==> src/rtl/draw_image_blit.sv <==
// draw_image_blit: raster-order image blitter.
// On an accepted start, walks an IMG_W x IMG_H image ROM one address per cycle.
// Each ROM word is plotted to the VGA adapter at (x_origin+cx, y_origin+cy).
// Pixels that land off-screen are clipped; they still take their slot.
//
// Ports:
//   clk, reset          system clock, synchronous active-high reset
//   start               begin a draw (sampled only while idle)
//   x_origin, y_origin  screen position of image pixel (0,0), latched on start
//   rom_addr, rom_q     external image ROM; data valid ROM_LAT cycles after address
//   x, y, colour, plot  registered pixel write to the VGA adapter
//   busy                high from accepted start through the done pulse
//   done                one-cycle pulse after the last pixel slot
//
// Optional feature: define DRAW_BLIT_TRANSP_EN to suppress plotting of pixels
// whose colour equals TRANSP_COL (sprite mode). Timing is identical either way.
module draw_image_blit #(
   parameter int IMG_W    = 80,
   parameter int IMG_H    = 40,
   parameter int SCREEN_W = 160,
   parameter int SCREEN_H = 120,
   parameter int ADDR_W   = 12,
   parameter int COLOUR_W = 9,
   parameter int ROM_LAT  = 1,
   parameter logic [COLOUR_W-1:0] TRANSP_COL = '0
) (
   input  logic                clk,
   input  logic                reset,
   input  logic                start,
   input  logic [7:0]          x_origin,
   input  logic [6:0]          y_origin,
   output logic [ADDR_W-1:0]   rom_addr,
   input  logic [COLOUR_W-1:0] rom_q,
   output logic [7:0]          x,
   output logic [6:0]          y,
   output logic [COLOUR_W-1:0] colour,
   output logic                plot,
   output logic                busy,
   output logic                done
);

   localparam int CX_W = (IMG_W > 1) ? $clog2(IMG_W) : 1;
   localparam int CY_W = (IMG_H > 1) ? $clog2(IMG_H) : 1;
   // One bit wider than the screen coordinate so off-screen sums never wrap.
   localparam int XS_W = ((CX_W > 8) ? CX_W : 8) + 1;
   localparam int YS_W = ((CY_W > 7) ? CY_W : 7) + 1;
   localparam logic [CX_W-1:0] CX_LAST = CX_W'(IMG_W - 1);
   localparam logic [CY_W-1:0] CY_LAST = CY_W'(IMG_H - 1);

`ifdef DRAW_BLIT_TRANSP_EN
   localparam logic TRANSP_ON = 1'b1;
`else
   localparam logic TRANSP_ON = 1'b0;
`endif

   typedef enum logic [1:0] {
      IDLE,
      ISSUE,
      DRAIN,
      DONE
   } state_t;

   state_t state;

   logic [CX_W-1:0] cx;
   logic [CY_W-1:0] cy;
   logic [7:0]      x_org;
   logic [6:0]      y_org;

   // (cx, cy, valid) delayed to line up with rom_q
   logic [CX_W-1:0]    pcx [ROM_LAT];
   logic [CY_W-1:0]    pcy [ROM_LAT];
   logic [ROM_LAT-1:0] pv;

   logic [XS_W-1:0] x_sum;
   logic [YS_W-1:0] y_sum;
   logic            clipped;
   logic            transp;
   logic            last_issue;

   always_comb begin
      x_sum      = XS_W'(x_org) + XS_W'(pcx[ROM_LAT-1]);
      y_sum      = YS_W'(y_org) + YS_W'(pcy[ROM_LAT-1]);
      clipped    = (32'(x_sum) >= SCREEN_W) || (32'(y_sum) >= SCREEN_H);
      transp     = TRANSP_ON && (rom_q == TRANSP_COL);
      last_issue = (cx == CX_LAST) && (cy == CY_LAST);
   end

   always_ff @(posedge clk) begin
      if (reset) begin
         state    <= IDLE;
         cx       <= '0;
         cy       <= '0;
         x_org    <= '0;
         y_org    <= '0;
         rom_addr <= '0;
         x        <= '0;
         y        <= '0;
         colour   <= '0;
         plot     <= 1'b0;
         busy     <= 1'b0;
         done     <= 1'b0;
         pv       <= '0;
         for (int unsigned i = 0; i < ROM_LAT; i++) begin
            pcx[i] <= '0;
            pcy[i] <= '0;
         end
      end else begin
         // Each address presented during ISSUE enters the pipeline on the following edge.
         pv[0]  <= (state == ISSUE);
         pcx[0] <= cx;
         pcy[0] <= cy;
         for (int unsigned i = 1; i < ROM_LAT; i++) begin
            pv[i]  <= pv[i-1];
            pcx[i] <= pcx[i-1];
            pcy[i] <= pcy[i-1];
         end

         // Output stage: x/y/colour hold their last plotted value otherwise.
         plot <= 1'b0;
         if (pv[ROM_LAT-1] && !clipped && !transp) begin
            plot   <= 1'b1;
            x      <= x_sum[7:0];
            y      <= y_sum[6:0];
            colour <= rom_q;
         end

         case (state)
            IDLE: begin
               if (start) begin
                  x_org    <= x_origin;
                  y_org    <= y_origin;
                  cx       <= '0;
                  cy       <= '0;
                  rom_addr <= '0;
                  busy     <= 1'b1;
                  state    <= ISSUE;
               end
            end
            ISSUE: begin
               if (last_issue) begin
                  state <= DRAIN;
               end else begin
                  // Linear address tracks cy*IMG_W+cx without a multiplier.
                  rom_addr <= rom_addr + 1'b1;
                  if (cx == CX_LAST) begin
                     cx <= '0;
                     cy <= cy + 1'b1;
                  end else begin
                     cx <= cx + 1'b1;
                  end
               end
            end
            DRAIN: begin
               if (pv == '0) begin
                  done  <= 1'b1;
                  state <= DONE;
               end
            end
            DONE: begin
               done  <= 1'b0;
               busy  <= 1'b0;
               state <= IDLE;
            end
            default: state <= IDLE;
         endcase
      end
   end

endmodule

==> config.mk <==
export PLATFORM = sky130hd
export DESIGN_NAME = draw_image_blit
export DESIGN_NICKNAME = d
export VERILOG_FILES = /design/src/rtl/draw_image_blit.sv
export SDC_FILE = /design/constraint.sdc
export NUM_CORES = 1
export LEC_CHECK = 0
export BUFFER_PORTS_ARGS = -buffer_cell sky130_fd_sc_hd__buf_4
export CORE_MARGIN = 1
export CORE_UTILIZATION = 26
export CTS_CLUSTER_DIAMETER = 80
export CTS_CLUSTER_SIZE = 10
export DETAILED_ROUTE_END_ITERATION = 6
export GPL_TIMING_DRIVEN = 0
export SYNTH_ARGS = -nofsm -noshare
export SYNTH_HDL_FRONTEND = slang
export SYNTH_SLANG_ARGS = --single-unit
==> constraint.sdc <==
create_clock -name clk -period 3.5 [get_ports clk]
set_clock_uncertainty 0.2 [all_clocks]
set_input_delay 0.35 -clock clk [delete_from_list [all_inputs] [get_ports clk]]
set_output_delay 0.35 -clock clk [all_outputs]
set_load 0.02 [all_outputs]
Word-level counts from Yosys, hierarchy flattened
Memories as Yosys holds them, arrays and structs flattened.
Index checks and enable logic that the tools add are counted.
Cells by class
  $add $sub $neg: 5
  order comparisons: 2
  equality and inequality tests: 10
  reductions and logical operators: 16
  mux-type cells: 27
Operator list (count)
  $mux 7: 4
  $mux 12: 2
  $mux 6: 4
  $pmux 12 s2: 1
  $pmux 7 s2: 1
  $add 12x1->12 const B: 1
  $pmux 6 s2: 1
  $ne 2x2->1 const B: 5
  $add 8x7->9: 1
  $ge 9x8->1 const B: 1
  $add 7x6->8: 1
  $ge 8x7->1 const B: 1
  $mux 1: 8
  $pmux 2 s4: 1
  $add 7x1->7 const B: 1
  $eq 7x7->1 const B: 1
  $reduce_or 7->1: 1
  $add 6x1->6 const B: 1
  $eq 6x6->1 const B: 1
  $mux 2: 3
  $reduce_and 2->1: 3
  $reduce_and 3->1: 2
  $reduce_bool 2->1: 3
  $reduce_or 6->1: 1
  8 further kinds: 11
Word-level totals
  input port bits: 27
  RAM bits: 13
  memories kept: 2
  flip-flop bits (word level): 70
Memory list
  pcx: depth 1, width 7, read ports 1, clocked after Yosys merged registers in 0, wr ports 1, RTL line 71  | logic [CX_W-1:0] pcx [ROM_LAT];
  pcy: depth 1, width 6, read ports 1, clocked after Yosys merged registers in 0, wr ports 1, RTL line 72  | logic [CY_W-1:0] pcy [ROM_LAT];

Longest topological paths before layout
An unclocked memory read counts as a cell.
  depth after elaboration: 7
  gate-level depth with buffers: 11
  gate-level depth less buffers: 10

Worst setup path after synthesis
No wires, ideal clock.
  path kind: reg-to-reg
  from: register x_org[0]
  to: register y[6]
  library setup time: 0.069 ns
  path slack: 0.904 ns
  required time: 3.231 ns
  cell stages (with the launch flop): 11
  arrival time: 2.328 ns
  buffers on the path: 0
  period minus slack after synthesis: 2.596 ns
  cell sequence: dfxtp_1 -> ha_1 -> inv_1 -> fa_1 -> nor2b_4 -> o21ai_2 -> o221a_4 -> xor2_2 -> a211oi_4 -> or4_1 -> o21ai_1
Between the ends
  cells in the longest elaborated chain, start to end: 5
RTL lines
  from (decl): RTL line 67  | logic [7:0] x_org;
  from (signal assigned): RTL line 131  | x_org <= x_origin;
  $add 8x7->9: RTL line 82  | x_sum = XS_W'(x_org) + XS_W'(pcx[ROM_LAT-1]);
  $ge 9x8->1: RTL line 84  | clipped = (32'(x_sum) >= SCREEN_W) || (32'(y_sum) >= SCREEN_H);
  $logic_or 1x1->1: RTL line 84
  $logic_not 1->1: RTL line 121  | if (pv[ROM_LAT-1] && !clipped && !transp) begin
  $logic_and 1x1->1: RTL line 121
  to (signal assigned): RTL line 124  | y <= y_sum[6:0];
  to (decl): RTL line 35  | output logic [6:0] y,
Every way passes these cells.
A chain may end at the register's enable or synchronous reset.

Final worst setup path
  from: register x_org[0]
  to: register x[5]
Between the ends
  cells in the longest elaborated chain, start to end: 5
RTL lines
  $add 8x7->9 *: RTL line 82
  $ge 9x8->1: RTL line 84
  $logic_or 1x1->1: RTL line 84
  $logic_not 1->1: RTL line 121
  $logic_and 1x1->1: RTL line 121
  to (signal assigned): RTL line 123  | x <= x_sum[7:0];
  to (decl): RTL line 34  | output logic [7:0] x,
Mark *: on every way between the ends. The rest lies on a longest branch, timed or not.

==> flow_summary.json <==
{
  "routed_wl_um": 9538,
  "antenna_found_initial": 0,
  "drt_iter0_drc": 230,
  "finalNonFillerCells": 720,
  "reg2reg_depth": 11,
  "ys_ff_latch": 83,
  "rows": 44,
  "synth_compound_area_share_pct": 17.14,
  "hp-start": "y_origin[2]",
  "pwr_density_cell_nw_per_um2": 579.9,
  "reg2reg_slack_ns": 0.64,
  "placedCellCount": 704,
  "clockBufferDepth": 2,
  "fin_tns_setup_ns": 0,
  "synth.most_common_cell": "dfxtp_1",
  "endpoint_kind": "flip-flop",
  "viasPerCell": 4.658,
  "drive_gt1_share_pct": 19.96,
  "met1_usage_pct": 17.03,
  "synth-simple-area-share_pct": 22.61,
  "postCtsHoldBufs": 0,
  "synth_mux_area_share_pct": 0.8270,
  "grt-busiest-layer": "met2",
  "syn_inst": 456,
  "htree_levels": 3,
  "syn-num-nets": 505,
  "synth_top_area_cell": "dfxtp_1",
  "cts_setup_buffers": 0,
  "slowest_delay_ns": 0.44,
  "synth.distinct_cells": 59,
  "drc": 15,
  "die_w_um": 125.0,
  "yosys_warnings": 0,
  "r2r_start": "x_org[0]$_SDFFE_PP0P_",
  "dpl.hpwl_um": 7284,
  "arrival_ns": 2.90,
  "syn_area_per_cell_um2": 8.627,
  "root_buffer": "clkbuf_16",
  "clk-insertion-delay-late_ns": 0.33,
  "p_leak_nw": 1.936,
  "grt_pass1_wl_um": 16210,
  "grt_overflow": 0,
  "synth_edf_count": 0,
  "vias": 3354,
  "r2r_end": "x[5]$_SDFFE_PP0P_",
  "fin_crit_sh_pct": 81.71,
  "seq_area_frac_synth_pct": 42.24,
  "cts_resized": 0,
  "ant_nets": 0,
  "area_delta_synth_final_pct": 25.57,
  "grt_use_met2_pct": 20.80,
  "critPathRequiredTime_ns": 3.54,
  "wl_per_cell_um": 13.25,
  "crit_fanout": 10,
  "grt_use_met3_pct": 3.637,
  "grt_max_degree": 14,
  "synthArstFlopShare_pct": 0,
  "crit_path_start_kind": "flip-flop",
  "hold_end": "y_org[2]$_SDFFE_PP0P_",
  "synth_top_family_by_area": "simple AND/OR/NAND/NOR gates",
  "maxCapViolCount": 0,
  "synth_xor_area_share_pct": 5.757,
  "nNetsFinal": 580,
  "initial_core_util_pct": 26.86,
  "min_path_type": "primary input to flip-flop",
  "drv_slew": 0,
  "vdd_ir_drop_max_uv": 286.4,
  "n_antenna_cell": 0,
  "fmax_mhz": 349.7,
  "numCtsBuffers": 9,
  "setup_violations": 0,
  "failed_checks": "design-rule violations",
  "die_h_um": 125.0,
  "design_area_um2": 4940,
  "portBuffers": 64,
  "synth_top_cells_by_count": "dfxtp_1 (83), nand2_1 (53), a21oi_1 (49)",
  "utilization_pct": 33.73,
  "first_pass_iters": 6,
  "grt_usage_pct": 12.90,
  "clkTransAtPathRegs_ns": 0.06,
  "path_cells": "ha_1, inv_1, fa_1, nor2b_4, o21ai_2, o221a_4, xor2_2, a211o_1, buf_2, a21oi_1, a211oi_1",
  "netlist_area_um2": 3934,
  "worstSetupPathType": "flip-flop to flip-flop",
  "cts_tree": "done",
  "yosysTopAreaCellShare_pct": 42.24,
  "die_area_um2": 15630,
  "max_slew_margin_pct": 59.14,
  "rsz0062_at_grt": "false",
  "postPlaceCellArea_um2": 4644,
  "synth_fa_ha_area_share_pct": 7.379,
  "crit_start": "x_org[0]$_SDFFE_PP0P_",
  "finalCriticalPeriod_ns": 2.860,
  "tightestPinTransition_ns": 0.6129,
  "gp_congestion": 0.8165,
  "status": "finished, violations left",
  "cts.sinks": 83,
  "ios": 66,
  "grt_pass1_vias": 3256,
  "synthTopCellsByArea": "dfxtp_1 (42%), ha_1 (6.4%), a21oi_1 (6.2%), nand2_1 (5.1%), nor2_1 (3.5%)",
  "finalHoldViolCount": 0,
  "core_um2": 14640,
  "cp_slowest_cell": "fa_1",
  "synth_ff_type": "dfxtp_1",
  "whs_path_depth": 3
}
==> cell usage in the layout, fill, tap and decap left out, types with 8 or more instances in the layout <==
cell type,instances
o21ai_1,8
buf_4,65
nand2b_1,9
nand2_1,53
nor2_1,37
a21oi_1,49
xnor2_1,9
ha_1,20
clkbuf_16,9
xor2_1,15
clkbuf_1,12
nor2b_1,13
dfxtp_1,83
inv_1,13
o21ai_0,26
nand3_1,23
nand4_1,12
==> stage by stage <==
step | hold WS [ns] | total power [mW] | setup WS [ns]
finish | 0.06885 | 2.865 | 0.6402
global route | 0.06441 | 3.049 | 0.4739
CTS | 0.05737 | 2.894 | 0.6329
detailed placement | 0.2616 | 1.950 | 0.6438
global placement | 0.2540 | 1.935 | 0.7275
floorplan | 0.2406 | 1.689 | 0.9035
==> how the worst max path moves through the flow <==
stage,cells past startpoint,end
finish,11,x[5]$_SDFFE_PP0P_
global route,11,x[5]$_SDFFE_PP0P_
CTS,11,x[5]$_SDFFE_PP0P_
detailed placement,11,x[1]$_SDFFE_PP0P_
global placement,11,x[1]$_SDFFE_PP0P_
floorplan,10,y[6]$_SDFFE_PP0P_
==> per-layer routing <==
| metal | up-vias | wire length, um | part of all wire, % |
|---|---|---|---|
| li1 | 1724 | - | - |
| met5 | - | 0 | 0 |
| met2 | 66 | 4282 | 45 |
| met4 | 0 | 65 | 0.68 |
| met3 | 6 | 445 | 4.7 |
| met1 | 1558 | 4744 | 50 |
==> power by group <==
group | total [mW] | internal (mW) | switching [mW] | leakage (nW)
Sequential | 1.14 | 1.05 | 0.0830 | 0.673
Combinational | 0.794 | 0.305 | 0.489 | 1.12
Clock | 0.934 | 0.568 | 0.366 | 0.145
Total | 2.86 | 1.93 | 0.938 | 1.94
==> sequential cells by signal (all words and copies together), names as in the netlist, 2 cells and up <==
name and flops:
state 2, y 7, x_org 8, cx 7
pcx 7, colour 9, cy 6, pcy 6
x 8, rom_addr 12, y_org 7
==> kinds of logic after synthesis <==
logic type / count (synthesis)
AND/OR/NAND/NOR: 179
AO/OA/AOI/OAI: 109
buffers and inverters: 35
multiplexers: 3
flip-flops: 83
XOR/XNOR: 25
adder cells (fa/ha/maj): 22
==> critical path: cells and delay by family (launching register included) <==
family	cells	cell delay [ns]
AOI/OAI and AO/OA	5	0.88
adders and majority gates	2	0.66
DFF	1	0.34
buffers and inverters	2	0.31
xor gates and xnor gates	1	0.24
and+or+nand+nor	1	0.13
==> area by class of cell <==
class | count | area, um^2
plain buffers | 22 | 110.1
clock buffers | 11 | 242.7
clock inverters | 5 | 52.55
fillers | 1546 | 9704
inverters | 13 | 48.80
multi-input cells | 338 | 2113
flip-flops and latches | 83 | 1662
well taps | 184 | 230.2
repair buffers | 64 | 480.5
No activity file was read; power rests on OpenSTA's default activity.
